**src/rtl/puzzle_pkg.sv**
```systemverilog
// puzzle_pkg: shared definitions for the 8-puzzle replay path.
//   - board geometry (tile/position widths, packed board width)
//   - blank-move encoding MV_UP/MV_DOWN/MV_LEFT/MV_RIGHT
//   - replay FSM state encoding
//   - GOAL_BOARD (1..8 row-major, blank last) and find_blank() helper
package puzzle_pkg;

  localparam int TILE_W    = 4;
  localparam int NUM_TILES = 9;
  localparam int BOARD_W   = TILE_W * NUM_TILES;
  localparam int POS_W     = 4;

  localparam logic [1:0] MV_UP    = 2'd0;
  localparam logic [1:0] MV_DOWN  = 2'd1;
  localparam logic [1:0] MV_LEFT  = 2'd2;
  localparam logic [1:0] MV_RIGHT = 2'd3;

  typedef logic [2:0] state_t;
  localparam state_t ST_IDLE     = 3'd0;
  localparam state_t ST_RECORD   = 3'd1;
  localparam state_t ST_READY    = 3'd2;
  localparam state_t ST_APPLY    = 3'd3;
  localparam state_t ST_FINISHED = 3'd4;

  // Tile i lives at [4i+3:4i]; tile 0 is the top-left corner.
  localparam logic [BOARD_W-1:0] GOAL_BOARD = 36'h0_8765_4321;

  // Lowest position holding the blank tile, 0 when the board has none.
  function automatic logic [POS_W-1:0] find_blank(input logic [BOARD_W-1:0] b);
    logic [POS_W-1:0] pos;
    pos = '0;
    for (int i = NUM_TILES - 1; i >= 0; i--) begin
      if (b[i*TILE_W +: TILE_W] == '0) pos = POS_W'(i);
    end
    return pos;
  endfunction

endpackage

```
**src/rtl/puzzle_replay_ctrl_btn_pulse.sv**
```systemverilog
// btn_pulse: raw push button -> single-cycle press pulse.
//   clk, rst_n   : clock, asynchronous active-low reset
//   btn          : raw button, asynchronous to clk
//   pulse        : one-cycle pulse once the synced level has stayed high
//                  for DEBOUNCE_CYC cycles; nothing on release
module btn_pulse #(
  parameter int DEBOUNCE_CYC = 16
) (
  input  logic clk,
  input  logic rst_n,
  input  logic btn,
  output logic pulse
);

  localparam int CNT_W = $clog2(DEBOUNCE_CYC + 1);
  localparam logic [CNT_W-1:0] CNT_MAX  = CNT_W'(DEBOUNCE_CYC);
  localparam logic [CNT_W-1:0] CNT_FIRE = CNT_W'(DEBOUNCE_CYC - 1);

  logic             sync1_q, sync1_d;
  logic             sync2_q, sync2_d;
  logic             level_q, level_d;
  logic [CNT_W-1:0] cnt_q, cnt_d;

  always_comb begin
    sync1_d = btn;
    sync2_d = sync1_q;
    level_d = sync2_q;
    cnt_d   = cnt_q;
    // Any edge on the synced level restarts the stability count; the count
    // saturates so a held button fires exactly once.
    if (sync2_q != level_q) cnt_d = '0;
    else if (cnt_q != CNT_MAX) cnt_d = cnt_q + 1'b1;
  end

  assign pulse = sync2_q & (sync2_q == level_q) & (cnt_q == CNT_FIRE);

  always_ff @(posedge clk or negedge rst_n) begin
    if (!rst_n) begin
      sync1_q <= 1'b0;
      sync2_q <= 1'b0;
      level_q <= 1'b0;
      cnt_q   <= '0;
    end else begin
      sync1_q <= sync1_d;
      sync2_q <= sync2_d;
      level_q <= level_d;
      cnt_q   <= cnt_d;
    end
  end

endmodule

```
**src/rtl/puzzle_replay_ctrl.sv**
```systemverilog
// puzzle_replay_ctrl: records the solver's move list and replays it one
// move per debounced button press.
//   load/board_in            : capture start board, restart recording
//   mv_valid/mv_data/mv_last : solver move stream, mv_ready handshake
//   btn                      : raw step button
//   board/step/total         : current board, moves applied, moves recorded
//   solved/finished/err      : goal reached, replay done, sticky error
module puzzle_replay_ctrl
  import puzzle_pkg::*;
#(
  parameter int MAX_MOVES    = 32,
  parameter int DEBOUNCE_CYC = 16
) (
  input  logic                         clk,
  input  logic                         rst_n,
  input  logic                         btn,
  input  logic                         load,
  input  logic [35:0]                  board_in,
  input  logic                         mv_valid,
  input  logic [1:0]                   mv_data,
  input  logic                         mv_last,
  output logic                         mv_ready,
  output logic [35:0]                  board,
  output logic [$clog2(MAX_MOVES):0]   step,
  output logic [$clog2(MAX_MOVES):0]   total,
  output logic                         solved,
  output logic                         finished,
  output logic                         err
);

  localparam int AW = $clog2(MAX_MOVES);
  localparam int CW = AW + 1;
  localparam logic [CW-1:0] MAX_CNT = CW'(MAX_MOVES);

  state_t             state_q, state_d;
  logic [BOARD_W-1:0] board_q, board_d;
  logic [POS_W-1:0]   blank_q, blank_d;
  logic [CW-1:0]      step_q, step_d;
  logic [CW-1:0]      total_q, total_d;
  logic               err_q, err_d;

  logic [1:0]         mv_buf_q [MAX_MOVES];

  logic               press;
  logic               hs;
  logic [1:0]         cur_mv;
  logic [POS_W-1:0]   col;
  logic [POS_W-1:0]   tgt;
  logic               legal;
  logic [TILE_W-1:0]  blank_tile, tgt_tile;
  logic [BOARD_W-1:0] swap_board;

  btn_pulse #(.DEBOUNCE_CYC(DEBOUNCE_CYC)) u_btn (
    .clk   (clk),
    .rst_n (rst_n),
    .btn   (btn),
    .pulse (press)
  );

  assign mv_ready = (state_q == ST_RECORD) && (total_q < MAX_CNT);
  assign hs       = mv_valid & mv_ready;

  // Move buffer has no reset: only entries below total are ever read.
  always_ff @(posedge clk) begin
    if (hs && !load) mv_buf_q[total_q[AW-1:0]] <= mv_data;
  end

  // Next move decode, target position and the swapped board.
  always_comb begin
    cur_mv = mv_buf_q[step_q[AW-1:0]];
    col    = blank_q % POS_W'(3);
    tgt    = blank_q;
    legal  = 1'b0;
    case (cur_mv)
      MV_UP:    begin tgt = blank_q - POS_W'(3); legal = (blank_q >= POS_W'(3)); end
      MV_DOWN:  begin tgt = blank_q + POS_W'(3); legal = (blank_q <= POS_W'(5)); end
      MV_LEFT:  begin tgt = blank_q - POS_W'(1); legal = (col != POS_W'(0)); end
      default:  begin tgt = blank_q + POS_W'(1); legal = (col != POS_W'(2)); end
    endcase
    blank_tile = '0;
    tgt_tile   = '0;
    for (int i = 0; i < NUM_TILES; i++) begin
      if (POS_W'(i) == blank_q) blank_tile = board_q[i*TILE_W +: TILE_W];
      if (POS_W'(i) == tgt)     tgt_tile   = board_q[i*TILE_W +: TILE_W];
    end
    swap_board = board_q;
    for (int i = 0; i < NUM_TILES; i++) begin
      if (POS_W'(i) == blank_q) swap_board[i*TILE_W +: TILE_W] = tgt_tile;
      if (POS_W'(i) == tgt)     swap_board[i*TILE_W +: TILE_W] = blank_tile;
    end
  end

  always_comb begin
    state_d = state_q;
    board_d = board_q;
    blank_d = blank_q;
    step_d  = step_q;
    total_d = total_q;
    err_d   = err_q;
    if (load) begin
      // load overrides everything, including a move being applied
      board_d = board_in;
      blank_d = find_blank(board_in);
      step_d  = '0;
      total_d = '0;
      err_d   = 1'b0;
      state_d = ST_RECORD;
    end else begin
      case (state_q)
        ST_IDLE: ;
        ST_RECORD: begin
          if (hs) begin
            total_d = total_q + 1'b1;
            if (mv_last) state_d = ST_READY;
          end else if (mv_valid && (total_q == MAX_CNT)) begin
            err_d   = 1'b1;
            state_d = ST_READY;
          end
        end
        ST_READY: begin
          if (step_q == total_q) state_d = ST_FINISHED;
          else if (press) state_d = ST_APPLY;
        end
        ST_APPLY: begin
          if (legal) begin
            board_d = swap_board;
            blank_d = tgt;
          end else begin
            err_d = 1'b1;
          end
          step_d  = step_q + 1'b1;
          state_d = ST_READY;
        end
        ST_FINISHED: ;
        default: state_d = ST_IDLE;
      endcase
    end
  end

  always_ff @(posedge clk or negedge rst_n) begin
    if (!rst_n) begin
      state_q <= ST_IDLE;
      board_q <= '0;
      blank_q <= '0;
      step_q  <= '0;
      total_q <= '0;
      err_q   <= 1'b0;
    end else begin
      state_q <= state_d;
      board_q <= board_d;
      blank_q <= blank_d;
      step_q  <= step_d;
      total_q <= total_d;
      err_q   <= err_d;
    end
  end

  assign board    = board_q;
  assign step     = step_q;
  assign total    = total_q;
  assign solved   = (board_q == GOAL_BOARD);
  assign finished = (state_q == ST_FINISHED);
  assign err      = err_q;

endmodule
```
**config.mk**
```make
export PLATFORM = sky130hd
export DESIGN_NAME = puzzle_replay_ctrl
export DESIGN_NICKNAME = d
export VERILOG_FILES = /design/src/rtl/puzzle_pkg.sv /design/src/rtl/puzzle_replay_ctrl_btn_pulse.sv /design/src/rtl/puzzle_replay_ctrl.sv
export SDC_FILE = /design/constraint.sdc
export NUM_CORES = 1
export LEC_CHECK = 0
export ABC_AREA = 1
export BUFFER_PORTS_ARGS = -buffer_cell sky130_fd_sc_hd__buf_2
export CORE_UTILIZATION = 55
export CTS_CLUSTER_SIZE = 30
export DETAILED_ROUTE_END_ITERATION = 8
export PLACE_DENSITY = 0.77
export SKIP_CTS_REPAIR_TIMING = 1
export SYNTH_ARGS = -nofsm -noshare
export SYNTH_HDL_FRONTEND = slang
export SYNTH_SLANG_ARGS = --single-unit
```
**constraint.sdc**
```tcl
create_clock -name clk -period 7.4 [get_ports clk]
set_clock_uncertainty 0.15 [all_clocks]
set_input_delay 1.48 -clock clk [delete_from_list [all_inputs] [get_ports clk]]
set_output_delay 1.48 -clock clk [all_outputs]
set_load 0.05 [all_outputs]
```
==> results.yml, run 1 <==
run_status:
  status: "finished, final reports clean"
flow_run:
  drv_cap: 0
worst_setup_path:
  start_kind: "flop"
  cp_common_cell: "nand2_1"
  crit_arrival_ns: 4.72
  endpoint_kind: "flop"
  path_max_fanout: 20
  worstPathRequired_ns: 7.56
  slowest_delay_ns: 0.79
  crit_slowest_cell: "dfrtp_1"
  criticalPathCategory: "reg -> reg"
global_routing:
  groute.usage.overall: 0.311
  grt.overflow.total: 0
  grt_first_pass_wirelength_um: 38300
  grt_max_degree: 76
  use_met1: 0.446
  grt_pass1_vias: 7344
  met3_usage: 0.0650
  met2_usage: 0.460
  busiest_layer: "met2"
  antenna_found_initial: 0
floorplan:
  die_w_um: 125
  dieHeight_um: 125
  initial_core_util: 0.570
  core_um2: 14700
  rows: 44
  ios: 96
  dieArea_um2: 15700
drt:
  drc: 0
  vias_per_cell: 5.58
  dr.pass1.iters: 6
  drt-initial-drc-count: 945
  via_count: 8028
  routed_wl_um: 23500
  ant_nets: 0
  avgRoutedWirePerCell_um: 16.4
timing:
  rsz0062_at_grt: "no"
  setup_violations: 0
  finalWorstSetupSlack_ns: 2.84
  max_slew_margin: 0.269
  min_period_ns: 4.56
  fin_tns_setup_ns: 0
  fin_crit_sh: 0.616
  drv_slew: 0
  max_freq_ghz: 0.219
  finalHoldViolCount: 0
  worstMarginPinSlew_ns: 1.09
clock_tree:
  insertion_delay_ns: 0.42
  cts_sinks: 128
  cts_buffers: 17
  htree_levels: 4
  root_buffer: "clkbuf_16"
  tritoncts: "done"
  clkTransAtPathRegs_ns: 0.06
  clockBufferDepth: 2
final_layout:
  final_nets: 1303
  postLayoutCoreUtil: 0.645
  syn_to_final_growth_pct: 13.2
  drive_gt1_frac: 0.148
  fillers: 1303
  antenna_cells: 0
power_and_ir_drop:
  netSwitchingFraction: 0.549
  powerDensity_nw_per_um2: 479
  clkPwrFrac: 0.181
  p_int_mw: 2.05
  ir_drop_mv: 0.452
  leakagePower_nw: 4.68
  switching_power_mw: 2.49
  comb_power_share: 0.577
  pwr-share-seq: 0.243
place:
  io_buffer_count: 95
  dpl.hpwl_um: 16700
  dpl_worst_slack_ns: 2.98
  place_congestion: 0.938
synthesis:
  synth-async-reset-ratio: 0.500
  synth-edff-count: 64
  synthCells: 1153
  syn_avg_cell_area_um2: 7.27
  ys_warn_count: 0
  ys_ff_latch: 128
  yosysSeqAreaShare: 0.421
  synthesis.nets: 1215
  synthFlopType: "edfxtp_1"
  syn_area_um2: 8380
  synth.distinct_cells: 48
hold_path:
  holdCritPathClass: "reg -> reg"
==> Yosys cell counts, types with 3 or more instances <==
master	number	area, µm²
nand2_1	420	1580
nor2_1	169	634
inv_1	120	450
nand3_1	75	375
dfrtp_1	64	1600
edfxtp_1	64	1920
o21ai_0	36	180
a21oi_1	23	115
ha_1	17	213
clkbuf_1	12	45.0
nand2_4	12	135
nor4_1	11	68.8
inv_2	10	37.5
nor3_1	10	50.1
o211ai_1	10	75.1
buf_6	8	90.1
nand4_1	7	43.8
nand2_2	6	37.5
o21ai_1	6	30.0
o22ai_1	6	37.5
xor2_1	6	52.6
buf_4	5	37.5
or4_1	5	37.5
nand3_2	4	40.0
o31ai_2	4	50.1
buf_2	3	15.0
nand3_4	3	52.6
nor2_2	3	18.8
o221ai_1	3	26.3
o31ai_4	3	63.8
xnor2_1	3	26.3
==> worst max-delay path: cells and delay by family (launching register included) <==
kind,cells,cell delay (ns)
buffers and inverters,4,0.57
adder cells (fa/ha/maj),1,0.37
AND/OR/NAND/NOR,17,2.22
flip-flops,1,0.79
AO/OA/AOI/OAI,3,0.36
==> area by class of cell <==
cell class              count  area [µm²]  share of cell area
repair buffers             98         498              0.0525
inverters                 135         517              0.0545
clock buffers              17         425              0.0449
clock inverters            15         145              0.0153
multi-input cells         861        4150               0.437
flip-flops and latches    128        3520               0.372
well taps                 184         230              0.0243
==> per-layer routing <==
| metal | vias to the layer above | share of wire |
|---|---|---|
| met4 | 0 | 0.027 |
| met3 | 57 | 0.10 |
| met5 | - | 0 |
| li1 | 3890 | - |
| met2 | 407 | 0.44 |
| met1 | 3674 | 0.43 |
==> power groups by stage <==
stage	Clock, mW	Combinational (mW)	Sequential [mW]
floorplan	0	1.67	1.37
global placement	0	2.56	1.11
detailed placement	0	2.59	1.10
CTS	0.828	2.59	1.09
global route	0.864	2.88	1.12
finish	0.821	2.62	1.10
==> metrics by stage <==
| stage | instance area, µm² | std cells | power, mW | hold slack (ns) |
|---|---|---|---|---|
| final | 9480 | 1438 | 4.54 | 0.205 |
| after global routing | 9480 | 1438 | 4.86 | 0.220 |
| after CTS | 9480 | 1438 | 4.51 | 0.207 |
| after detailed placement | 8910 | 1406 | 3.69 | 0.194 |
| after global placement | 8910 | 1406 | 3.66 | 0.183 |
| after floorplan | 8380 | 1153 | 3.03 | 0.181 |
==> cells by family (layout without fill, tap and decap cells) <==
family	after synthesis	in the layout	synth area share
AO/OA/AOI/OAI	101	101	0.0784
XOR/XNOR	9	9	0.00941
adder cells (fa/ha/maj)	18	18	0.0278
buffers and inverters	164	265	0.0845
flip-flops	128	128	0.421
multiplexers	1	1	0.00119
AND/OR/NAND/NOR	732	732	0.378
==> placed cells by master, fill, tap and decap left out, drive strengths merged, types with 2 or more instances in the layout <==
cell type  netlist  final
o21ai           42     42
a21oi           24     24
buf             17     98
a31oi            2      2
o31ai            7      7
a221oi           2      2
or2              2      2
nand4            8      8
o211ai          10     10
dfrtp           64     64
or4              5      5
clkinv           2      6
o221ai           3      3
xnor2            3      3
o2111ai          2      2
inv            133    142
xor2             6      6
nor4            11     11
edfxtp          64     64
ha              17     17
nor3            10     10
nand2          438    438
nor2           176    176
clkbuf          12     17
o22ai            6      6
nand3           82     82
==> worst paths after layout <==
path                          startpoint             to  slack, ns  cells past startpoint
max                              step[1]      board[18]       2.84                     25
min                        u_btn.sync1_q  u_btn.level_d       0.21                      0
max reg2reg                      step[1]      board[18]       2.84                     25
min reg2reg                u_btn.sync1_q  u_btn.level_d       0.21                      0
max in group asynchronous          rst_n        step[5]       5.41                      2
min in group asynchronous          rst_n      board[14]       1.09                      2
==> registers in the layout, indices dropped and copies added, names as in the netlist, 3 cells and up <==
signal	cells
u_btn.cnt_q	5
state_q	3
step	6
total	6
mv_buf_q	64
board	36
blank_q	4
(Power assumes the default switching activity.)
==> inputs of run 2 (changes only) <==
==> constraint.sdc (replaced) <==
create_clock -name clk -period 4.6 [get_ports clk]
set_clock_uncertainty 0.15 [all_clocks]
set_input_delay 0.92 -clock clk [delete_from_list [all_inputs] [get_ports clk]]
set_output_delay 0.92 -clock clk [all_outputs]
set_load 0.05 [all_outputs]
==> results.yml, run 2 (same netlist as run 1, synthesis figures left out) <==
final_layout:
  layout_common_cells: "nand2_1, nor2_1, inv_1"
  antenna_cells: 0
  final_area_um2: 9530
  final_nets: 1307
  final_cells: 1442
  largest_register_ffs: 64
  final_common_cell: "nand2_1"
  drive_gt1_frac: 0.151
  syn_to_final_growth_pct: 13.7
drt:
  drc: 0
  dr.pass1.iters: 6
  vias_per_cell: 5.55
  routed_wl_um: 24000
  via_count: 8008
  ant_nets: 0
  avgRoutedWirePerCell_um: 16.7
  drt-initial-drc-count: 957
floorplan:
  rows: 44
  dieArea_um2: 15700
  dieHeight_um: 125
  ios: 96
  core_um2: 14700
  initial_core_util: 0.570
  die_w_um: 125
global_routing:
  grt.overflow.total: 0
  grt_max_degree: 50
  grt_pass1_vias: 7206
  grt_first_pass_wirelength_um: 37900
  groute.usage.overall: 0.313
  antenna_found_initial: 0
clock_tree:
  cts_buffers: 17
  htree_levels: 4
  root_buffer: "clkbuf_16"
  clkTransAtPathRegs_ns: 0.06
  clockBufferDepth: 2
  cts_sinks: 128
  tritoncts: "done"
  insertion_delay_ns: 0.42
timing:
  max_freq_ghz: 0.250
  whs_ns: 0.199
  fin_crit_sh: 0.871
  fin_tns_setup_ns: 0
  worstMarginPinSlew_ns: 1.24
  max_slew_margin: 0.171
  rsz0062_at_grt: "no"
  finalHoldViolCount: 0
  min_period_ns: 4.00
  setup_violations: 0
  drv_slew: 0
worst_setup_path:
  cp_common_cell: "nand2_1"
  crit_buf_inv: 5
  crit_arrival_ns: 4.17
  endpoint_kind: "flop"
  path_delay_family: "simple AND/OR/NAND/NOR gates"
  slowest_delay_ns: 0.45
  crit_slowest_cell: "dfrtp_1"
  start_kind: "flop"
  criticalPathCategory: "reg -> reg"
  worstPathRequired_ns: 4.77
  path_max_fanout: 19
place:
  placed_cell_area_um2: 8940
  io_buffer_count: 95
  place_inst: 1410
  place_congestion: 0.939
  dpl.hpwl_um: 17100
run_status:
  status: "finished, final reports clean"
power_and_ir_drop:
  leakagePower_nw: 4.71
  powerDensity_nw_per_um2: 775
  ir_drop_mv: 0.739
  total_power_mw: 7.38
hold_path:
  holdCritPathClass: "reg -> reg"
flow_run:
  drv_cap: 0
-- run 2: cell types whose count changed in the layout (fill, tap and decap cells not counted), sizes merged --
cell / previous run / this run
clkinvlp: 1 / 2
buf: 98 / 102
bufinv: 1 / 2
inv: 142 / 139
clkinv: 6 / 7
-- run 2: per-layer routing --
metal  track usage  part of all wire  vias to the layer above
met5             0                 0                        -
met4         0.116             0.021                        0
met3        0.0578             0.088                       48
li1              -                 -                     3876
met1         0.444              0.44                     3695
met2         0.479              0.45                      389
-- run 2: metrics by stage --
stage                util  setup WS (ns)
detailed placement  0.608          0.695
floorplan               -          0.815
global placement    0.608          0.732
CTS                 0.648          0.662
finish              0.648          0.596
global route        0.648          0.231
-- run 2: power breakdown --
group	switching, mW	internal (mW)
Clock	0.546	0.804
Sequential	0.353	1.41
Combinational	3.13	1.14
Total	4.03	3.36
-- run 2: final timing paths --
path | startpoint | end | slack [ns] | depth (start not counted)
min in group asynchronous | rst_n | board[6] | 0.49 | 1
worst min register to register | u_btn.sync1_q | u_btn.level_d | 0.20 | 0
worst min-delay path | u_btn.sync1_q | u_btn.level_d | 0.20 | 0
max in group asynchronous | rst_n | board[35] | 2.88 | 2
worst max register to register | step[0] | board[18] | 0.60 | 26
worst max-delay path | step[0] | board[18] | 0.60 | 26
-- run 2: layout make-up --
cell class	count	area [µm²]
Clock buffer	17	425
Clock inverter	15	158
Inverter	135	517
Sequential cell	128	3520
Timing Repair Buffer	102	528
Tap cell	184	230
Multi-Input combinational cell	861	4150
Fill cell	1343	5170
==> inputs of run 3 (changes only) <==
--- a/config.mk
+++ b/config.mk
@@ -7,10 +7,12 @@
 export LEC_CHECK = 0
 export ABC_AREA = 1
 export BUFFER_PORTS_ARGS = -buffer_cell sky130_fd_sc_hd__buf_2
-export CORE_UTILIZATION = 55
+export CELL_PAD_IN_SITES_DETAIL_PLACEMENT = 1
+export CELL_PAD_IN_SITES_GLOBAL_PLACEMENT = 2
+export CORE_UTILIZATION = 34
 export CTS_CLUSTER_SIZE = 30
 export DETAILED_ROUTE_END_ITERATION = 8
-export PLACE_DENSITY = 0.77
+export PLACE_DENSITY = 0.82
 export SKIP_CTS_REPAIR_TIMING = 1
 export SYNTH_ARGS = -nofsm -noshare
 export SYNTH_HDL_FRONTEND = slang
==> results.yml, run 3 (same netlist as run 1, synthesis figures left out) <==
drt:
  dr.pass1.iters: 5
  ant_nets: 0
  avgRoutedWirePerCell_um: 18.1
  vias_per_cell: 5.05
  drc: 0
  drt-initial-drc-count: 501
  routed_wl_um: 28700
  via_count: 8005
place:
  io_buffer_count: 95
  place_inst: 1554
  place_congestion: 0.858
  dpl.hpwl_um: 21200
worst_setup_path:
  worstPathRequired_ns: 4.77
  path_max_fanout: 17
  crit_arrival_ns: 4.29
  endpoint_kind: "flop"
  crit_buf_inv: 3
  reg2reg_to: "board[18]"
  r2r_setup_slack_ns: 0.48
  start_kind: "flop"
  crit_slowest_cell: "dfrtp_1"
  criticalPathCategory: "reg -> reg"
  r2r_cells: 20
  crit_chain: "inv_2, ha_1, nand2_4, nand2_4, xor2_1, inv_1, ha_1, inv_1, nand2_1, nor2_2, xor2_1, nand2_1, o21bai_1, o2111ai_1, nand2_1, nand2_4, o31ai_2, nor2_1, nand2_1, nand2_1"
  path_delay_family: "simple AND/OR/NAND/NOR gates"
  cp_common_cell: "nand2_1"
  worstReg2RegStart: "blank_q[0]"
  slowest_delay_ns: 0.63
timing:
  max_slew_margin: 0.317
  fin_tns_setup_ns: 0
  max_freq_ghz: 0.243
  rsz0062_at_grt: "no"
  worstMarginPinSlew_ns: 1.02
  setup_violations: 0
  drv_slew: 0
  finalHoldViolCount: 0
  fin_crit_sh: 0.896
  min_period_ns: 4.12
final_layout:
  final_nets: 1311
  largest_register_ffs: 64
  final_common_cell: "nand2_1"
  final_cells: 1586
  syn_to_final_growth_pct: 16.5
  layout_common_cells: "nand2_1, nor2_1, inv_1"
  antenna_cells: 0
  drive_gt1_frac: 0.155
clock_tree:
  tritoncts: "done"
  clkTransAtPathRegs_ns: 0.07
  cts_sinks: 128
  insertion_delay_ns: 0.43
  cts_buffers: 17
  clockBufferDepth: 2
  htree_levels: 4
  root_buffer: "clkbuf_16"
power_and_ir_drop:
  leakagePower_nw: 4.75
  powerDensity_nw_per_um2: 781
  ir_drop_mv: 0.478
global_routing:
  grt.overflow.total: 0
  met3_usage: 0.0287
  use_met1: 0.333
  met2_usage: 0.373
  groute.usage.overall: 0.233
  busiest_layer: "met2"
  grt_first_pass_wirelength_um: 45700
  antenna_found_initial: 0
  grt_max_degree: 49
  grt_pass1_vias: 8045
floorplan:
  ios: 96
  rows: 57
  initial_core_util: 0.345
  die_w_um: 159
  core_um2: 24200
  dieArea_um2: 25300
  dieHeight_um: 159
run_status:
  status: "finished, final reports clean"
flow_run:
  drv_cap: 0
hold_path:
  holdCritPathClass: "in -> async"
[run 3: power by group]
group          internal, mW  switching, mW  total (mW)
sequential             1.41          0.387        1.79
clock                 0.786          0.648        1.43
combinational          1.16           3.23        4.39
[run 3: how the worst max path moves through the flow]
| stage | startpoint | end | slack (ns) | cells after the start |
|---|---|---|---|---|
| global placement | blank_q[0] | board[21] | 0.52 | 20 |
| detailed placement | blank_q[0] | board[14] | 0.45 | 20 |
| finish | blank_q[0] | board[18] | 0.48 | 20 |
| CTS | blank_q[0] | board[18] | 0.43 | 20 |
| global route | blank_q[0] | board[29] | 0.12 | 20 |
| floorplan | step[0] | board[14] | 0.82 | 29 |
[run 3: through the flow]
| stage | hold slack [ns] | area, µm² | worst slack [ns] | total power, mW | util |
|---|---|---|---|---|---|
| after global placement | 0.184 | 9150 | 0.518 | 6.14 | 0.377 |
| after floorplan | 0.181 | 8380 | 0.815 | 4.88 | - |
| after detailed placement | 0.187 | 9150 | 0.452 | 6.19 | 0.377 |
| after global routing | 0.200 | 9760 | 0.120 | 8.17 | 0.402 |
| after CTS | 0.186 | 9760 | 0.433 | 7.64 | 0.402 |
| final | 0.194 | 9760 | 0.479 | 7.62 | 0.402 |
[run 3: final cells by class]
cell class              instances  area (µm²)
inverters                     135         517
well taps                     324         405
clock inverters                15         185
multi-input cells             861        4150
repair buffers                106         558
fillers                      3112       14500
flip-flops and latches        128        3520
clock buffers                  17         425
[run 3: routing by layer]
layer | share of wire | vias up
met4 | 0.011 | 0
met1 | 0.49 | 3901
met5 | 0 | -
met3 | 0.041 | 22
li1 | - | 3893
met2 | 0.46 | 189
[run 3: worst reg2reg max path: stages (launching register included)]
cell and delay (ns):
dfrtp_1 0.63, inv_2 0.24, ha_1 0.30, nand2_4 0.17, nand2_4 0.09, xor2_1 0.21, inv_1 0.07, ha_1 0.19
inv_1 0.07, nand2_1 0.06, nor2_2 0.17, xor2_1 0.21, nand2_1 0.08, o21bai_1 0.18, o2111ai_1 0.28, nand2_1 0.20
nand2_4 0.22, o31ai_2 0.25, nor2_1 0.10, nand2_1 0.09, nand2_1 0.05
